[src/rtl/fp_add_sequencer_pkg.sv]
// Shared types and constants for the multi-cycle single-precision adder.
package fp_add_pkg;

    localparam int EXP_BIAS = 127;
    localparam int EXP_MAX  = 255;
    localparam int MAN_W    = 24;   // hidden bit + 23 fraction bits
    localparam int GRS_W    = 3;    // guard, round, sticky
    localparam int SUM_W    = 28;   // carry + mantissa + GRS

    localparam logic [31:0] QNAN = 32'h7FC0_0000;

    typedef enum logic [2:0] {
        ST_IDLE,
        ST_ALIGN,
        ST_ADD,
        ST_NORM,
        ST_ROUND,
        ST_DONE
    } state_t;

endpackage

[src/rtl/fp_add_sequencer_if.sv]
// Operand/result handshake bundle for fp_add_sequencer.
//
// Handshake rules (both directions): a transfer happens on a rising edge where
// valid && ready are both high. The source holds valid and its payload stable
// until that transfer; the sink may drive ready independently of valid.
// Upstream: in_valid/x/y from source, in_ready from the adder.
// Downstream: out_valid/result/overflow from the adder, out_ready from consumer.
interface fp_add_sequencer_if;

    logic        in_valid;
    logic        in_ready;
    logic [31:0] x;
    logic [31:0] y;
    logic        out_valid;
    logic        out_ready;
    logic [31:0] result;
    logic        overflow;

    // Operand source and result consumer side
    modport master (
        output in_valid, x, y, out_ready,
        input  in_ready, out_valid, result, overflow
    );

    // Adder side
    modport slave (
        input  in_valid, x, y, out_ready,
        output in_ready, out_valid, result, overflow
    );

endinterface

[src/rtl/fp_add_sequencer_round.sv]
// Round-to-nearest-even on a normalized 27-bit mantissa {1.f, G, R, S},
// plus the exponent bump on mantissa carry and overflow-to-infinity.
module fp_add_round
    import fp_add_pkg::*;
(
    input  logic [MAN_W+GRS_W-1:0] i_man,
    input  logic [7:0]             i_exp,
    input  logic                   i_sign,
    output logic [31:0]            o_result,
    output logic                   o_overflow
);

    logic         w_guard;
    logic         w_round;
    logic         w_sticky;
    logic         w_lsb;
    logic         w_inc;
    logic [MAN_W:0] w_man_rnd;
    logic [8:0]   w_exp_rnd;
    logic [22:0]  w_frac;

    assign w_guard  = i_man[2];
    assign w_round  = i_man[1];
    assign w_sticky = i_man[0];
    assign w_lsb    = i_man[3];
    assign w_inc    = w_guard & (w_round | w_sticky | w_lsb);

    // Increment, renormalize on carry-out, and saturate to infinity at the top exponent
    always_comb begin
        w_man_rnd = {1'b0, i_man[MAN_W+GRS_W-1:GRS_W]} + {{MAN_W{1'b0}}, w_inc};
        w_exp_rnd = {1'b0, i_exp} + {8'd0, w_man_rnd[MAN_W]};
        // A cleared hidden bit means the increment rippled into bit 24,
        // so the mantissa is exactly 1.0 and the fraction is zero.
        w_frac    = w_man_rnd[MAN_W-1] ? w_man_rnd[22:0] : 23'd0;
        o_overflow = (w_exp_rnd >= 9'(EXP_MAX));
        if (o_overflow) begin
            o_result = {i_sign, 8'hFF, 23'd0};
        end else begin
            o_result = {i_sign, w_exp_rnd[7:0], w_frac};
        end
    end

endmodule

[src/rtl/fp_add_sequencer.sv]
// Multi-cycle IEEE-754 single-precision adder: compare/swap, one-bit-per-cycle
// alignment, 28-bit add/subtract, one-bit-per-cycle normalization, RNE rounding.
module fp_add_sequencer
    import fp_add_pkg::*;
#(
    parameter int ALIGN_MAX = 27
) (
    input  logic                 clk,
    input  logic                 reset,
    fp_add_sequencer_if.slave    bus,
    output state_t               dbg_state
);

    localparam int          CNT_W     = $clog2(ALIGN_MAX + 1);
    localparam logic [7:0]  ALIGN_CAP = 8'(ALIGN_MAX);
    localparam logic [7:0]  EXP_ONES  = 8'(EXP_MAX);
    localparam int          MG_W      = MAN_W + GRS_W;

    state_t             r_state;
    logic [MG_W-1:0]    r_big;
    logic [MG_W-1:0]    r_small;
    logic [SUM_W-1:0]   r_sum;
    logic [7:0]         r_exp;
    logic               r_sign;
    logic               r_sub;
    logic [CNT_W-1:0]   r_cnt;
    logic [31:0]        r_result;
    logic               r_overflow;
    logic               r_out_valid;

    logic [7:0]         w_x_exp;
    logic [7:0]         w_y_exp;
    logic               w_x_zero;
    logic               w_y_zero;
    logic               w_any_nan;
    logic               w_x_big;
    logic [31:0]        w_big_op;
    logic [31:0]        w_small_op;
    logic [7:0]         w_diff;
    logic [CNT_W-1:0]   w_cnt;
    logic [SUM_W-1:0]   w_add;
    logic [31:0]        w_rnd_result;
    logic               w_rnd_ovf;

    assign w_x_exp   = bus.x[30:23];
    assign w_y_exp   = bus.y[30:23];
    // Denormals are flushed: any zero exponent counts as zero
    assign w_x_zero  = (w_x_exp == 8'd0);
    assign w_y_zero  = (w_y_exp == 8'd0);
    assign w_any_nan = (w_x_exp == EXP_ONES) || (w_y_exp == EXP_ONES);
    assign w_x_big   = (bus.x[30:0] >= bus.y[30:0]);
    assign w_big_op   = w_x_big ? bus.x : bus.y;
    assign w_small_op = w_x_big ? bus.y : bus.x;
    assign w_diff    = w_big_op[30:23] - w_small_op[30:23];
    // Past the cap every further shift would only feed sticky, which is already set
    assign w_cnt     = (w_diff > ALIGN_CAP) ? ALIGN_CAP[CNT_W-1:0] : w_diff[CNT_W-1:0];

    // Big magnitude is always >= aligned small, so subtraction never goes negative
    assign w_add = r_sub ? ({1'b0, r_big} - {1'b0, r_small})
                         : ({1'b0, r_big} + {1'b0, r_small});

    fp_add_round u_round (
        .i_man      (r_sum[MG_W-1:0]),
        .i_exp      (r_exp),
        .i_sign     (r_sign),
        .o_result   (w_rnd_result),
        .o_overflow (w_rnd_ovf)
    );

    assign bus.in_ready  = (r_state == ST_IDLE);
    assign bus.out_valid = r_out_valid;
    assign bus.result    = r_result;
    assign bus.overflow  = r_overflow;
    assign dbg_state     = r_state;

    // Sequencer FSM with its datapath registers and registered outputs
    always_ff @(posedge clk or negedge reset) begin
        if (!reset) begin
            r_state     <= ST_IDLE;
            r_big       <= '0;
            r_small     <= '0;
            r_sum       <= '0;
            r_exp       <= '0;
            r_sign      <= 1'b0;
            r_sub       <= 1'b0;
            r_cnt       <= '0;
            r_result    <= '0;
            r_overflow  <= 1'b0;
            r_out_valid <= 1'b0;
        end else begin
            case (r_state)
                ST_IDLE: begin
                    if (bus.in_valid) begin
                        if (w_any_nan) begin
                            r_result    <= QNAN;
                            r_out_valid <= 1'b1;
                            r_state     <= ST_DONE;
                        end else if (w_x_zero && w_y_zero) begin
                            r_result    <= {bus.x[31] & bus.y[31], 31'd0};
                            r_out_valid <= 1'b1;
                            r_state     <= ST_DONE;
                        end else if (w_x_zero) begin
                            r_result    <= bus.y;
                            r_out_valid <= 1'b1;
                            r_state     <= ST_DONE;
                        end else if (w_y_zero) begin
                            r_result    <= bus.x;
                            r_out_valid <= 1'b1;
                            r_state     <= ST_DONE;
                        end else begin
                            r_big   <= {1'b1, w_big_op[22:0], 3'b000};
                            r_small <= {1'b1, w_small_op[22:0], 3'b000};
                            r_exp   <= w_big_op[30:23];
                            r_sign  <= w_big_op[31];
                            r_sub   <= w_big_op[31] ^ w_small_op[31];
                            r_cnt   <= w_cnt;
                            r_state <= ST_ALIGN;
                        end
                    end
                end
                ST_ALIGN: begin
                    if (r_cnt != '0) begin
                        r_small <= {1'b0, r_small[MG_W-1:2], r_small[1] | r_small[0]};
                        r_cnt   <= r_cnt - CNT_W'(1);
                    end else begin
                        r_state <= ST_ADD;
                    end
                end
                ST_ADD: begin
                    r_sum   <= w_add;
                    r_state <= ST_NORM;
                end
                ST_NORM: begin
                    if (r_sum == '0) begin
                        r_result    <= 32'd0;
                        r_out_valid <= 1'b1;
                        r_state     <= ST_DONE;
                    end else if (r_sum[SUM_W-1]) begin
                        r_sum   <= {1'b0, r_sum[SUM_W-1:2], r_sum[1] | r_sum[0]};
                        r_exp   <= r_exp + 8'd1;
                        r_state <= ST_ROUND;
                    end else if (r_sum[SUM_W-2]) begin
                        r_state <= ST_ROUND;
                    end else if (r_exp == 8'd1) begin
                        // Would go subnormal: flush to zero, keeping the sign
                        r_result    <= {r_sign, 31'd0};
                        r_out_valid <= 1'b1;
                        r_state     <= ST_DONE;
                    end else begin
                        r_sum <= {r_sum[SUM_W-2:0], 1'b0};
                        r_exp <= r_exp - 8'd1;
                    end
                end
                ST_ROUND: begin
                    r_result    <= w_rnd_result;
                    r_overflow  <= w_rnd_ovf;
                    r_out_valid <= 1'b1;
                    r_state     <= ST_DONE;
                end
                ST_DONE: begin
                    if (bus.out_ready) begin
                        r_out_valid <= 1'b0;
                        r_overflow  <= 1'b0;
                        r_state     <= ST_IDLE;
                    end
                end
                default: begin
                    r_state <= ST_IDLE;
                end
            endcase
        end
    end

endmodule

[src/flat_wrapper.sv]
// flat-port wrapper written by rule: the top's interface ports become plain ports
module fp_add_sequencer_flat import fp_add_pkg::*;
#(
    parameter int ALIGN_MAX = 27
)
  (clk, reset, dbg_state, bus_in_valid, bus_x, bus_y, bus_out_ready, bus_in_ready, bus_out_valid, bus_result, bus_overflow);
  fp_add_sequencer_if bus_i ();
  input  logic clk;
  input  logic reset;
  output state_t dbg_state;
  input wire logic [$bits(bus_i.in_valid)-1:0] bus_in_valid;
  input wire logic [$bits(bus_i.x)-1:0] bus_x;
  input wire logic [$bits(bus_i.y)-1:0] bus_y;
  input wire logic [$bits(bus_i.out_ready)-1:0] bus_out_ready;
  output wire logic [$bits(bus_i.in_ready)-1:0] bus_in_ready;
  output wire logic [$bits(bus_i.out_valid)-1:0] bus_out_valid;
  output wire logic [$bits(bus_i.result)-1:0] bus_result;
  output wire logic [$bits(bus_i.overflow)-1:0] bus_overflow;
  assign bus_i.in_valid = bus_in_valid;
  assign bus_i.x = bus_x;
  assign bus_i.y = bus_y;
  assign bus_i.out_ready = bus_out_ready;
  assign bus_in_ready = bus_i.in_ready;
  assign bus_out_valid = bus_i.out_valid;
  assign bus_result = bus_i.result;
  assign bus_overflow = bus_i.overflow;
  fp_add_sequencer #(.ALIGN_MAX(ALIGN_MAX)) u_core (.clk(clk), .reset(reset), .bus(bus_i), .dbg_state(dbg_state));
endmodule
[config.mk]
export PLATFORM = sky130hd
export DESIGN_NAME = fp_add_sequencer_flat
export DESIGN_NICKNAME = d
export VERILOG_FILES = /design/src/rtl/fp_add_sequencer_pkg.sv /design/src/rtl/fp_add_sequencer_if.sv /design/src/rtl/fp_add_sequencer_round.sv /design/src/rtl/fp_add_sequencer.sv /design/src/flat_wrapper.sv
export SDC_FILE = /design/constraint.sdc
export NUM_CORES = 1
export LEC_CHECK = 0
export CORE_ASPECT_RATIO = 1.75
export CORE_MARGIN = 2
export CORE_UTILIZATION = 47
export CTS_CLUSTER_DIAMETER = 120
export DETAILED_ROUTE_END_ITERATION = 6
export PLACE_DENSITY_LB_ADDON = 0.12
export SLEW_MARGIN = 20
export SYNTH_ARGS = -nofsm -noshare
export SYNTH_HDL_FRONTEND = slang
export SYNTH_SLANG_ARGS = --single-unit
[constraint.sdc]
create_clock -name clk -period 4.9 [get_ports clk]
set_clock_uncertainty 0.05 [all_clocks]
set_input_delay 0.49 -clock clk [delete_from_list [all_inputs] [get_ports clk]]
set_output_delay 0.49 -clock clk [all_outputs]
set_load 0.01 [all_outputs]
==> metrics.md, run 1 <==
| Metric | Value |
|---|---|
| Routed vias/inst | 5.96 |
| Setup Fix Bufs, Post-CTS | 0 |
| Synth unique cells | 69 |
| GR Overflow Total | 0 |
| Ant diodes | 0 |
| Finish-stage setup viols | 0 |
| Total wire length | ~37 mm |
| Crit end category | register |
| Post-CTS sizing | 0 |
| Power per cell area | approximately 670 nW/µm² |
| Fin Setup TNS | 0 ps |
| Required time worst endpoint | 5160 ps |
| Fin. Hold Viols | 0 |
| Root buf cell | clkbuf_16 |
| Net count, final | 1681 |
| Max_slew headroom | 29.3% |
| Fin area | 13400 µm² |
| Clk buf depth | 2 |
| Synthesized cell area | 11400 µm² |
| RSZ-0062 raised after global routing | false |
| Final Cycle Share | 94.8% |
| P_leak | between 0.005 and 0.006 µW |
| Area of the die | 25600 µm² |
| Status | completed |
| DR pass1 iterations | 7 |
| Synth area leader | dfrtp_1 |
| Highest clock rate | ~220 MHz |
| Post-placement cell area | 12800 µm² |
| Avg Cell Area, Syn | 7.86 µm² |
| CP Class | register to register |
| Pins Over Slew Limit | 0 |
| Vias in the first global route | 10800 |
| Syn_nets | 1612 |
| # IOs | 106 |
| RD Place Congestion | 0.941 |
| Post-synth EDFFs | 0 |
| Startpoint type of the worst setup path | register |
| Total number of H-tree levels | 4 |
| Worst-Margin Slew | 1060 ps |
| Sequential fraction of the synthesis area | ~29% |
| Critical path fanouts, max | 9 |
| First-iteration detailed-routing DRC count | 796 |
| Syn. warnings | 0 |
| Maxcap violations | 0 |
| Asr flop ratio synth | between 90% and 100% |
| Routed vias | 11000 |
| Synth top area share | 28.7% |
| First-pass GRT wire length | a little under 60 mm |
| Worst skew pair latency | 450 ps |
| CTS Sinks | roughly 130 |
| Top post-synthesis cells by area | dfrtp_1 (29%), ha_1 (9.9%), mux2i_1 (7.3%), o21ai_0 (6.2%), a21oi_1 (5.5%) |
| WL per Instance | 20.2 µm |
| Total global routing track utilization | 29.6% |
| Area growth syn-to-layout | 17.5% |
| CTS Buf Count | 17 |
| Synth Instances | 1453 |
| Die outline height | between 200 and 250 µm |
| Post-DP HPWL | 28.3 mm |
| Tmin final | ~4600 ps |
| DRC Markers | 0 |
| Ys flop type | dfrtp_1 |
| Chip width | 122 µm |
| Number of synthesized register bits | 131 |
| Share of cells above drive strength 1 | between 5 and 6% |
| Maximum VDD drop | approximately 0.00032 V |
| Initial Utilization | 47.7% |
| Core outline area | 23900 µm² |
| Post-route ant nets | 0 |
| TritonCTS clock tree | built |
| Initial antenna violation count | 0 |
| Row count | 75 |
| Clock transition at the registers of the reported paths | about 60 ps |
| Count of hold-fix buffers inserted at cts | 0 |
| Crit path DAT | 4900 ps |
| # port buffers | 105 |
| Worst hold-check path type | input pin to async pin |
| Largest net degree at the start of global routing | between 90 and 100 |
==> metal layers <==
layer / global-route usage (%) / vias to the layer above / share of wire [%]
met4: 17.0 / 0 / 5.8
met1: 33.2 / 5230 / 38
met2: 52.8 / 349 / 52
met5: 0 / - / 0
met3: 3.81 / 100 / 4.1
li1: - / 5309 / -
==> placed cells by master, fill, tap and decap left out, drive strengths merged, types with 16 or more instances in the layout <==
master	synthesis	routed
o31ai	16	16
nand3	28	28
a21oi	126	126
buf	13	40
nor2	122	122
dfrtp	131	131
xor2	22	22
o21bai	17	17
nand2	160	160
o22a	29	29
inv	96	100
clkdlybuf4s50	0	104
ha	90	90
nand2b	17	17
mux2i	83	83
xnor2	37	37
nor3	28	28
o21ai	144	144
clkbuf	81	19
==> cell usage after synthesis (12+ instances only) <==
master	number
nand2_1	160
o21ai_0	142
dfrtp_1	131
a21oi_1	126
nor2_1	122
inv_1	96
ha_1	90
mux2i_1	83
clkbuf_1	81
xnor2_1	37
o22a_1	29
nand3_1	28
nor3_1	28
xor2_1	22
nand2b_1	17
o21bai_1	17
o31ai_1	16
nand4_1	15
a211oi_1	14
nor4_1	13
o22ai_1	13
or3_1	13
a22o_1	12
and3_1	12
==> sequential cells by signal, summed over array words and instances (netlist names), 3 cells and up <==
register           cells
u_core.r_exp           8
u_core.r_big          24
u_core.r_sum          28
u_core.r_small        27
u_core.r_cnt           5
u_core.bus.result     32
u_core.dbg_state       3
==> worst max-delay path, cell delays in order (launching register included) <==
cell and delay (ps):
dfrtp_1 480, and2_1 190, ha_1 180, and3_1 200
and3_1 220, nand4_1 200, nor2b_1 200, and3_1 270
ha_1 250, ha_1 220, xor2_1 240, nand3_1 110
nor3_1 190, nand2_1 70, o21ai_0 360, nand2_1 190
nand3b_1 410, buf_4 250, o22a_1 150, o21ai_0 70
==> area by class of cell <==
cell class,instances,area (µm²)
Clock buffer,19,443
Inverter,97,364
Timing Repair Buffer,144,1360
Fill cell,2285,10500
Sequential cell,131,3280
Clock inverter,13,149
Tap cell,308,385
Multi-Input combinational cell,1131,7440
==> kinds of logic (layout without fill, tap and decap cells) <==
family          after synthesis  after routing  synth area share (%)
compound gates              452            452                  24.9
simple gates                441            441                  17.6
buf+inv                     191            273                  6.41
flops                       131            131                  28.7
fa+ha+maj                    91             91                  10.0
mux                          88             88                  7.77
xor+xnor                     59             59                  4.53
==> final timing paths <==
kind,startpoint,endpoint,slack (ps),depth (start not counted)
worst max-delay path,u_core.r_sum[3],u_core.bus.result[4],260,19
worst min-delay path,reset,u_core.r_exp[1],90,1
worst max register to register,u_core.r_sum[3],u_core.bus.result[4],260,19
worst min register to register,u_core.bus.result[31],u_core.bus.result[31],430,2
max in group asynchronous,reset,u_core.bus.result[20],3600,2
min in group clk,u_core.bus.result[31],u_core.bus.result[31],430,2
==> per-stage QoR <==
step	utilization (%)	instances	setup slack [ps]	total power (µW)	hold slack, ps
2_1_floorplan	-	1453	84.0	5960	144
3_3_place_gp	53.6	1811	65.3	7630	411
3_5_place_dp	53.6	1811	-0.172	7700	419
4_1_cts	56.1	1843	322	9040	139
5_1_grt	56.1	1843	0.0249	9810	165
6_report	56.1	1843	255	9040	93.9
==> where the power goes <==
part           leakage (µW)  switching [µW]  total [µW]  internal (µW)
Combinational       0.00405            3290        5520           2230
Clock              0.000281             535        1300            768
Sequential          0.00161             615        2210           1600
Note: power is estimated with default switching activity, not from simulation.
==> run 2, diff against run 1 <==
--- a/config.mk
+++ b/config.mk
@@ -11,6 +11,7 @@
 export CTS_CLUSTER_DIAMETER = 120
 export DETAILED_ROUTE_END_ITERATION = 6
 export PLACE_DENSITY_LB_ADDON = 0.12
+export SKIP_CTS_REPAIR_TIMING = 1
 export SLEW_MARGIN = 20
 export SYNTH_ARGS = -nofsm -noshare
 export SYNTH_HDL_FRONTEND = slang
==> results of run 2 <==
Same layout as run 1: the final DEF is identical, and so are final timing and power.
==> run 3, diff against run 2 <==
--- a/config.mk
+++ b/config.mk
@@ -12,6 +12,7 @@
 export DETAILED_ROUTE_END_ITERATION = 6
 export PLACE_DENSITY_LB_ADDON = 0.12
 export SKIP_CTS_REPAIR_TIMING = 1
+export SKIP_LAST_GASP = 1
 export SLEW_MARGIN = 20
 export SYNTH_ARGS = -nofsm -noshare
 export SYNTH_HDL_FRONTEND = slang
==> constraint.sdc (replaced) <==
create_clock -name clk -period 5.9 [get_ports clk]
set_clock_uncertainty 0.05 [all_clocks]
set_input_delay 0.59 -clock clk [delete_from_list [all_inputs] [get_ports clk]]
set_output_delay 0.59 -clock clk [all_outputs]
set_load 0.01 [all_outputs]
==> metrics.md, run 3 (synthesis results as in run 1) <==
| Metric | Value |
|---|---|
| GR Overflow Total | 0 (unchanged) |
| Ant diodes | 0 (unchanged) |
| CP Buf/Inv Count | 2 (+1) |
| Post-DP HPWL | 28.4 mm (+0.36%) |
| Initial Utilization | 47.7% (unchanged) |
| Critical path fanouts, max | 9 (unchanged) |
| Routed vias | 10900 (-0.71%) |
| RD Place Congestion | 0.894 (-4.9%) |
| Initial antenna violation count | 0 (unchanged) |
| Area of the die | 25600 µm² (unchanged) |
| Maximum VDD drop | 0.000262 V (-18%) |
| Worst skew pair latency | 460 ps (about the same) |
| TritonCTS clock tree | built |
| Worst flop-to-flop path endpoint | u_core.bus.result[11] |
| Startpoint type of the worst setup path | input pin |
| Pins Over Slew Limit | 0 (unchanged) |
| First-pass GRT wire length | 59.8 mm (+2.9%) |
| Crit path DAT | 5230 ps (+330 ps) |
| # port buffers | 105 (unchanged) |
| Row count | 75 (unchanged) |
| Maxcap violations | 0 (unchanged) |
| Setup ws final | 936 ps (+680 ps) |
| First-iteration detailed-routing DRC count | 708 (-11%) |
| Share of cells above drive strength 1 | 4.82% (-1.1 points) |
| Crit-path cells | clkdlybuf4s50_1 -> inv_1 -> ha_1 -> nand4_1 -> nor4_2 -> o311a_1 -> a211oi_4 -> mux2i_1 -> ha_1 -> nand2_1 -> nand2_1 -> a21oi_1 -> mux2_2 -> o21ai_1 -> a21oi_1 -> xnor2_1 -> a2111oi_4 -> a31oi_1 |
| Routed vias/inst | 5.98 (+0.38%) |
| Cell Count, Final, Fillers Out | 1823 (-1.1%) |
| Commonest non-fill, non-tap cell in the layout | nand2_1 |
| Worst-Margin Slew | 1090 ps (+24.5 ps) |
| Power per cell area | 567 nW/µm² (-16%) |
| DRC Markers | 0 (unchanged) |
| P_leak | 0.00585 µW (-1.6%) |
| Largest net degree at the start of global routing | 81 (-16%) |
| Finish-stage setup viols | 0 (unchanged) |
| Clock transition at the registers of the reported paths | 60 ps (about the same) |
| Post-route ant nets | 0 (unchanged) |
| Clk buf depth | 2 (unchanged) |
| Status | completed |
| Final Total Pwr | 7530 µW (-17%) |
| Root buf cell | clkbuf_16 |
| Final Cycle Share | a little over four fifths |
| CP peak stage delay | 780 ps (+300 ps) |
| # IOs | 106 (unchanged) |
| Worst hold-check path type | input pin to async pin |
| CP top delay family | compound AO/OA/AOI/OAI gates |
| Fin Setup TNS | 0 ps (unchanged) |
| Chip width | 122 µm (unchanged) |
| Worst reg2reg startpoint | u_core.r_sum[3] |
| CTS Sinks | 131 (unchanged) |
| DR pass1 iterations | 5 (-2) |
| Max_slew headroom | 27.6% (-1.6 points) |
| Core outline area | 23900 µm² (unchanged) |
| Vias in the first global route | 10700 (-0.71%) |
| Required time worst endpoint | 6170 ps (+1010 ps) |
| Max FFs per register | 32 (unchanged) |
| Worst hold slack | 95.9 ps (+2.07 ps) |
| RSZ-0062 raised after global routing | false |
| Tmin final | 4960 ps |
| R2R Setup Slk | 1100 ps (+840 ps) |
| CTS Buf Count | 17 (unchanged) |
| # placed instances | 1791 (-1.1%) |
| WL per Instance | 20.9 µm (+3.2%) |
| Total wire length | 38.1 mm (+2.1%) |
| Reg2Reg Depth | 19 (unchanged) |
| Net count, final | 1661 (-1.2%) |
| DP Worst Slack | 364 ps (+364 ps) |
| Fin. Hold Viols | 0 (unchanged) |
| Slowest CP cell | nor4_2 |
| Area growth syn-to-layout | 16.2% |
| Total global routing track utilization | 30.5% (+0.87 points) |
| Die outline height | 210 µm (unchanged) |
| Highest clock rate | 201 MHz |
| CP Class | input pin to register |
| Total number of H-tree levels | 4 (unchanged) |
| Crit end category | register |
| Most frequent cells in the layout | nand2_1 (159), o21ai_0 (142), dfrtp_1 (131), a21oi_1 (126), nor2_1 (121) |
[run 3: metrics by stage]
step,utilization [%],cell area (µm²)
floorplan,-,11400
CTS,55.5,13300
finish,55.5,13300
global route,55.5,13300
global placement,52.9,12700
detailed placement,52.9,12700
[run 3: worst max path at each step]
stage	startpoint	end	slack (ps)	cells after the start
finish	bus_y[28]	u_core.r_cnt[1]	940	18
global route	bus_y[28]	u_core.r_cnt[3]	640	18
CTS	bus_y[28]	u_core.r_cnt[3]	840	18
detailed placement	bus_y[28]	u_core.r_cnt[3]	360	18
global placement	bus_y[28]	u_core.r_cnt[0]	390	18
floorplan	bus_y[24]	u_core.r_cnt[0]	980	22
[run 3: worst reg2reg max path, cell delays in order, from the launching register on]
cell,delay (ps)
dfrtp_1,460
and2_1,190
ha_1,180
and3_1,190
and3_1,280
nand4_1,200
nor2b_1,310
and3_1,270
ha_1,240
ha_1,220
xor2_1,210
nand3_1,100
nor3_1,190
nand2_1,80
o21ai_0,350
nand2_1,160
nand3b_1,410
buf_4,310
o22a_1,200
o21ai_0,80
[run 3: report_power, final]
group	total [µW]	switching (µW)	internal (µW)	leakage (µW)
combinational	4570	2740	1830	0.00395
clock	1110	456	649	0.000287
sequential	1850	524	1330	0.00161
total	7530	3720	3810	0.00585
[run 3: metal layers]
metal	GRT usage [%]	routed length (µm)
met5	0	0
met4	16.6	2090
met3	4.19	1380
met2	55.2	20200
met1	33.7	14400
[run 3: area by class of cell]
class	count	area [µm²]
Fill cell	2317	10700
Multi-Input combinational cell	1131	7450
Sequential cell	131	3280
Timing Repair Buffer	124	1190
Clock buffer	19	453
Tap cell	308	385
Inverter	97	364
Clock inverter	13	149
